$ cat config.mk
export PLATFORM = sky130hd
export DESIGN_NAME = cic_decimator_pipe
export DESIGN_NICKNAME = d
export VERILOG_FILES = /design/src/rtl/cic_pkg.sv /design/src/rtl/cic_stage_ce.sv /design/src/rtl/cic_decimator_pipe.sv
export SDC_FILE = /design/constraint.sdc
export NUM_CORES = 1
export LEC_CHECK = 0
export ABC_AREA = 0
export ABC_CLOCK_PERIOD_IN_PS = 3700
export CORE_MARGIN = 1.5
export CORE_UTILIZATION = 35
export DETAILED_ROUTE_END_ITERATION = 7
export GPL_TIMING_DRIVEN = 0
export SYNTH_ARGS = -nofsm -noshare
export SYNTH_HDL_FRONTEND = slang
export SYNTH_HIERARCHICAL = 1
export SYNTH_SLANG_ARGS = --single-unit
$ cat constraint.sdc
create_clock -name clk -period 3.7 [get_ports clk]
set_clock_uncertainty 0.1 [all_clocks]
set_input_delay 0.74 -clock clk [delete_from_list [all_inputs] [get_ports clk]]
set_output_delay 0.74 -clock clk [all_outputs]
set_load 0.05 [all_outputs]
$ cat src/rtl/cic_pkg.sv
// cic_pkg: stage modes, width helpers and the legal differential-delay set for the CIC decimator
package cic_pkg;
  typedef enum logic {INTEGRATOR, COMB} stage_mode_e;
  localparam logic [3:0] D_LEGAL = 4'b0110;
  function automatic int clog2(input int v);
    int r = 0;
    while ((1 << r) < v) r++;
    return r;
  endfunction
  function automatic int cic_width(input int xw, input int n, input int rmax, input int d);
    return xw + n * (rmax + clog2(d));
  endfunction
endpackage

$ cat src/rtl/cic_stage_ce.sv
// cic_stage_ce: one registered CIC integrator or comb stage, advanced only by valid inputs
module cic_stage_ce
  import cic_pkg::*;
#(
  parameter stage_mode_e MODE = INTEGRATOR,
  parameter int D = 1,
  parameter int W = 24
) (
  input  logic         clk,
  input  logic         rst_n,
  input  logic         clr,
  input  logic         in_valid,
  input  logic [W-1:0] in,
  output logic         out_valid,
  output logic [W-1:0] out
);
  logic [W-1:0] out_q, out_d;
  logic valid_q;
  if (D > 3 || !D_LEGAL[D[1:0]]) begin : g_bad_d
    $error("cic_stage_ce: D must be 1 or 2");
  end
  if (MODE == COMB) begin : g_comb
    logic [D-1:0][W-1:0] dly_q, dly_d;
    always_comb begin
      dly_d = clr ? '0 : in_valid ? (D*W)'({dly_q, in}) : dly_q;
      out_d = clr ? '0 : in_valid ? in - dly_q[D-1] : out_q;
    end
    always_ff @(posedge clk or negedge rst_n)
      if (!rst_n) dly_q <= '0;
      else dly_q <= dly_d;
  end else begin : g_int
    always_comb out_d = clr ? '0 : in_valid ? out_q + in : out_q;
  end
  always_ff @(posedge clk or negedge rst_n)
    if (!rst_n) begin
      out_q   <= '0;
      valid_q <= 1'b0;
    end else begin
      out_q   <= out_d;
      valid_q <= in_valid & ~clr;
    end
  assign out       = out_q;
  assign out_valid = valid_q;
endmodule

$ cat src/rtl/cic_decimator_pipe.sv
// cic_decimator_pipe: N-stage CIC decimator, runtime power-of-two ratio, unity DC gain, valid-strobed
module cic_decimator_pipe
  import cic_pkg::*;
#(
  parameter int X_WIDTH        = 12,
  parameter int Y_WIDTH        = 12,
  parameter int N              = 3,
  parameter int D              = 1,
  parameter int RATIO_LOG2_MAX = 4
) (
  input  logic                                   clk,
  input  logic                                   rst_n,
  input  logic                                   enabled,
  input  logic [clog2(RATIO_LOG2_MAX+1)-1:0]     ratio_log2,
  input  logic                                   x_valid,
  input  logic signed [X_WIDTH-1:0]              x,
  output logic                                   y_valid,
  output logic signed [Y_WIDTH-1:0]              y
);
  localparam int W  = cic_width(X_WIDTH, N, RATIO_LOG2_MAX, D);
  localparam int RW = clog2(RATIO_LOG2_MAX + 1);
  localparam int LD = clog2(D);
  localparam int CW = RATIO_LOG2_MAX;
  logic [RW-1:0] ratio_q, ratio_d;
  logic [CW-1:0] cnt_q, cnt_d, last;
  logic [N-1:0] tag_q, tag_d;
  logic [N:0][W-1:0] ig, cb;
  logic [N:0] ig_v, cb_v;
  logic acc, wrap, clr, yv_q, yv_d;
  logic [Y_WIDTH-1:0] y_sel, y_q, y_d;
  assign ig[0]   = {{(W-X_WIDTH){x[X_WIDTH-1]}}, x};
  assign ig_v[0] = acc;
  assign cb[0]   = ig[N];
  assign cb_v[0] = ig_v[N] & tag_q[N-1];
  // the tag rides alongside the integrator valids so combs see only the wrapping sample
  always_comb begin
    clr     = ~enabled;
    acc     = enabled & x_valid;
    last    = ~({CW{1'b1}} << ratio_q);
    wrap    = cnt_q == last;
    cnt_d   = clr ? '0 : acc ? (wrap ? '0 : cnt_q + 1'b1) : cnt_q;
    tag_d   = clr ? '0 : N'({tag_q, acc & wrap});
    ratio_d = clr ? (ratio_log2 > RW'(RATIO_LOG2_MAX) ? RW'(RATIO_LOG2_MAX) : ratio_log2) : ratio_q;
    y_sel   = '0;
    for (int r = 0; r <= RATIO_LOG2_MAX; r++)
      if (ratio_q == RW'(r)) y_sel = Y_WIDTH'(cb[N] >> (X_WIDTH - Y_WIDTH + N*(r + LD)));
    yv_d    = enabled & cb_v[N];
    y_d     = clr ? '0 : cb_v[N] ? y_sel : y_q;
  end
  always_ff @(posedge clk or negedge rst_n)
    if (!rst_n) begin
      ratio_q <= '0;
      cnt_q   <= '0;
      tag_q   <= '0;
      y_q     <= '0;
      yv_q    <= 1'b0;
    end else begin
      ratio_q <= ratio_d;
      cnt_q   <= cnt_d;
      tag_q   <= tag_d;
      y_q     <= y_d;
      yv_q    <= yv_d;
    end
  for (genvar i = 0; i < N; i++) begin : g_st
    cic_stage_ce #(.MODE(INTEGRATOR), .D(D), .W(W)) u_int (
      .clk, .rst_n, .clr,
      .in_valid(ig_v[i]), .in(ig[i]), .out_valid(ig_v[i+1]), .out(ig[i+1])
    );
    cic_stage_ce #(.MODE(COMB), .D(D), .W(W)) u_comb (
      .clk, .rst_n, .clr,
      .in_valid(cb_v[i]), .in(cb[i]), .out_valid(cb_v[i+1]), .out(cb[i+1])
    );
  end
  assign y       = y_q;
  assign y_valid = yv_q;
endmodule

After elaboration in Yosys (flattened, before gate mapping)
Index checks and enable logic that the tools add are counted.
{"block": "classes", "shift": 1, "mux": 30, "eq_ne": 12, "order_cmp": 1, "reduce_logical": 1, "n_bitwise": 11, "n_addsub": 7}
{"operator": "two-way mux 24 bit", "n": 18}
{"operator": "two-way mux 12 bit", "n": 7}
{"operator": "adder 24 bit", "n": 3}
{"operator": "subtractor 24 bit", "n": 3}
{"operator": "!= test 2 x 1 -> 1 bit (second input constant)", "n": 7}
{"operator": "two-way mux 4 bit", "n": 3}
{"operator": "AND 1 bit", "n": 10}
{"operator": "== test 3 x 2 -> 1 bit (second input constant)", "n": 2}
{"operator": "two-way mux 3 bit", "n": 2}
{"operator": "adder 4 x 1 -> 4 bit (second input constant)", "n": 1}
{"operator": "== test 4 bit", "n": 1}
{"operator": "NOT 4 bit", "n": 1}
{"operator": "<< shifter 4 x 3 -> 4 bit (first input constant)", "n": 1}
{"operator": "== test 3 x 1 -> 1 bit (second input constant)", "n": 1}
{"operator": "== test 3 bit (second input constant)", "n": 1}
{"operator": "> comparator 3 bit (second input constant)", "n": 1}
{"operator": "logical NOT 3 bit", "n": 1}
{"block": "totals", "inputBits": 19, "word_cells": 83, "ff_bits": 245, "output_inout_bits": 13}

Depth between registers and ports, before layout
{"block": "logic_depth", "ltp_word": 8, "depth_mapped": 10, "ltp_nobuf": 10}

Modules after synthesis
The synthesis kept the hierarchy.
{"module": "cic_stage_ce at g_st[1].u_comb ...", "area_per_inst_um2": 3337.0, "instances": 2, "seq_area_each_um2": 1226.2, "cells_per_inst": 364}
{"module": "cic_stage_ce at g_st[1].u_int ...", "area_per_inst_um2": 2180.8, "instances": 2, "seq_area_each_um2": 625.6, "cells_per_inst": 248}
{"module": "cic_stage_ce at g_st[0].u_comb", "area_per_inst_um2": 3333.2, "instances": 1, "seq_area_each_um2": 1226.2, "cells_per_inst": 362}
{"module": "cic_stage_ce at g_st[0].u_int", "area_per_inst_um2": 2117.0, "instances": 1, "seq_area_each_um2": 625.6, "cells_per_inst": 238}
{"module": "cic_decimator_pipe", "area_per_inst_um2": 1425.1, "instances": 1, "seq_area_each_um2": 575.6, "cells_per_inst": 140}

Worst setup path after synthesis
No wires, ideal clock.
{"block": "synth_timing", "kind": "input port to flip-flop", "startpoint": "input x[0]", "endpoint": "register g_st[0].u_int.out_q[14]", "cell_stages": 8, "required_ps": 3474, "path_slack_ps": 772, "arrival_ps": 2702, "setup_time_ps": 126, "path_cell_list": "ha_1 > fa_1 > a21oi_1 > o221ai_2 > a311o_1 > a32oi_2 > nand2_1 > a221o_1"}
{"block": "synth_between", "elab_chain_cells": 3}
{"item": "from (decl)", "line": "cic_decimator_pipe.sv:16", "source": "input logic signed [X_WIDTH-1:0] x,"}
{"item": "adder 24 bit", "line": "cic_stage_ce.sv:32", "source": "always_comb out_d = clr ? '0 : in_valid ? out_q + in : out_q;"}
{"item": "two-way mux 24 bit (2 in a row)", "line": "cic_stage_ce.sv:32"}
{"item": "to (signal assigned)", "line": "cic_stage_ce.sv:39", "source": "out_q <= out_d;"}
{"item": "to (decl)", "line": "cic_stage_ce.sv:17", "source": "logic [W-1:0] out_q, out_d;"}
No other way between the ends. The select of a mux whose other input is x is not followed.
A chain may end at the register's enable or synchronous reset.

Final worst setup path
{"block": "layout_timing", "startpoint": "input enabled", "endpoint": "register g_st[0].u_comb.out_q[21]"}
{"block": "layout_between", "elab_chain_cells": 1, "elab_cells_between_ends": 2}
{"item": "from (decl)", "line": "cic_decimator_pipe.sv:13", "source": "input logic enabled,"}
{"item": "!= test 2 x 1 -> 1 bit (no line) or two-way mux 24 bit (tied branches)"}
{"item": "to (signal assigned)", "line": "cic_stage_ce.sv:39"}
{"item": "to (decl)", "line": "cic_stage_ce.sv:17"}
Several ways; a longest one is shown, not always the timed one.

==> impl_metrics.yaml <==
worst_setup_path:
  start_kind: "input port"
  required_ps: 4100
  critPathKind: "input port to register"
  critPathMaxFanout: 32
  worstSetupEndpointType: "register"
  crit_start: "enabled"
  rr_startpoint: "g_st[1].u_int/out[0]"
  arrival_ps: 3840
cells_and_area:
  multiInputGateArea_sq_um: 10900
  stdcell_count: 2722
  fin_nets: 2191
  drive_gt1_share_pct: 7.17
  n_fill_cell: 4999
  stdcell_area_sq_um: 20100
  register_area_sq_um: 6130
  antennaDiodeCount: 0
  area_growth_pct: 12.0
placement:
  port_buffers: 30
  place_hpwl_um: 37200
  place_area_sq_um: 19100
  dp.cells: 2668
  gp_routability_congestion: 0.926
sta:
  tns_ps: 0
  final.period_utilization_pct: 92.8
  grt_setup_unrepaired: "no"
  fin_hold_ws_ps: 17.9
  hold_viol: 0
  min_period_ps: 3430
  tightestPinTransition_ps: 1330
  relSlewSlack_pct: 10.7
  fmax_ghz: 0.291
  setup_violations: 0
  final_max_slew_viol_count: 0
yosys:
  synthTopCellsByCount: "245 x dfrtp_1, 218 x nor2_1, 139 x ha_1"
  ys_types: 104
  syn_nets: 2128
  ys_top_cells_by_area: "dfrtp_1 34%, ha_1 9.7%, mux2i_1 7.0%"
  syn_avg_cell_area_sq_um: 9.12
  ys_ff_latch: 245
  yosysMostFrequentCell: "dfrtp_1"
  synth_top_area_share_pct: 34.2
  yosysSeqAreaShare_pct: 34.2
  synth-main-ff-cell: "dfrtp_1"
  netlist_area_sq_um: 17900
  yosys_warnings: 6
  synth.largest_area_cell: "dfrtp_1"
  async_reset_ff_share_pct: 100
  synthCells: 1964
  synth_edf_count: 0
clock_tree:
  clk_latency_ps: 580
  cts.sinks: 245
  tritoncts: "built"
  clockBufferDepth: 3
  clockRootBuffer: "clkbuf_16"
  htree_levels: 1
  hold_buffers: 0
  cts.repair.resized: 0
  cts_buffers: 29
  post-cts-setup-buffers: 0
  path_clk_slew_ps: 60
power_and_ir_drop:
  power.density_nw_per_um2: 312
  ir_drop_uv: 313
  p_leak_nw: 8.90
  p_total_mw: 6.26
run:
  maxCapViolations: 0
detailed_routing:
  drt_iter0_drc: 849
  drt_drc_violations_left: 0
  ant_nets: 0
  vias: 15000
  firstDrtPassIters: 5
  drt-total-wl_um: 48300
  avgViaCountPerCell: 5.51
  post_drt_wl_per_cell_um: 17.7
global_route:
  antenna_found_initial: 0
  overflow: 0
  grt_pass1_wl_um: 79100
  grt_pass1_vias: 14600
  grt_max_degree: 99
  track_usage_pct: 18.2
floorplan:
  rows: 82
  core-area_sq_um: 50400
  die_y_um: 229
  die_x_um: 229
  pin_count: 32
  start_util_pct: 35.6
  dieArea_sq_um: 52500
worst_hold_path:
  hold_class: "input port to async pin"
run_status:
  status: "complete, no violations"
## report_power, final
part,switching (mW),internal [mW]
combinational,0.417,0.253
sequential,0.0481,2.72
clock,1.18,1.64
total,1.65,4.61
## final cells by class
cell class	instances	share of cell area, %
multi-input cells	1522	54.3
clock inverters	18	0.830
inverters	107	2.00
clock buffers	36	3.90
plain buffers	90	2.44
repair buffers	32	1.80
well taps	672	4.19
flip-flops and latches	245	30.6
## worst max-delay path, cell delays in order
cell and delay (ps):
clkdlybuf4s50_1 540, clkinv_1 1030, clkbuf_1 510, nand2b_1 340
a2111oi_0 450, a221o_1 180
## flip-flops by register name, indices dropped and copies added, names as in the netlist
signal,count
cnt_q,4
g_st.u_comb/g_comb.dly_q,72
g_st.u_comb/out,72
g_st.u_comb/out_valid,3
g_st.u_int/out,72
g_st.u_int/out_valid,3
ratio_q,3
tag_q,3
y,12
y_valid,1
## logic make-up (layout without fill, tap and decap cells)
logic type / count (synthesis) / after routing / share of synthesized area [%]
flops: 245 / 245 / 34.2
xor+xnor: 82 / 82 / 4.01
fa+ha+maj: 145 / 145 / 10.4
compound gates: 579 / 579 / 22.5
buf+inv: 197 / 283 / 4.98
mux: 134 / 134 / 7.76
simple gates: 582 / 582 / 16.1
## path summary, 6_finish.rpt
check | endpoint | slack [ps] | cells past startpoint
max reg2reg | g_st[2].u_int/out[16] | 600 | 9
max | g_st[0].u_comb/out[21] | 270 | 6
min reg2reg | tag_q[2] | 370 | 1
min | cnt_q[0] | 20 | 1
min in group clk | tag_q[2] | 370 | 1
max in group asynchronous | g_st[0].u_comb/g_comb.dly_q[23] | 2570 | 2
## through the flow
| step | worst slack (ps) | utilization, % |
|---|---|---|
| 3_3_place_gp | -8890 | 37.8 |
| 2_1_floorplan | 772 | - |
| 3_5_place_dp | -252 | 37.9 |
| 5_1_grt | 102 | 39.8 |
| 4_1_cts | 326 | 39.8 |
| 6_report | 267 | 39.8 |
## per-layer routing
layer / global-route usage, % / part of all wire (%) / routed length [um] / vias up
li1: - / - / - / 7367
met1: 24.6 / 47 / 22600 / 7272
met2: 31.2 / 48 / 23000 / 283
met3: 1.89 / 3.1 / 1490 / 66
met4: 4.58 / 2.3 / 1120 / 0
met5: 0 / 0 / 0 / -
## cell usage in the layout (no fill, tap or decap), types with 33 or more instances in the layout
master / netlist / routed
a21oi_1: 127 / 127
nand3_1: 34 / 34
mux2i_1: 125 / 125
nor2_1: 218 / 218
inv_1: 106 / 106
clkbuf_1: 46 / 50
xnor2_1: 53 / 53
dfrtp_1: 245 / 245
o21ai_0: 123 / 123
nand2_1: 119 / 119
a211oi_1: 33 / 33
a21o_1: 49 / 49
ha_1: 139 / 139
No activity file was read; power rests on OpenSTA's default activity.
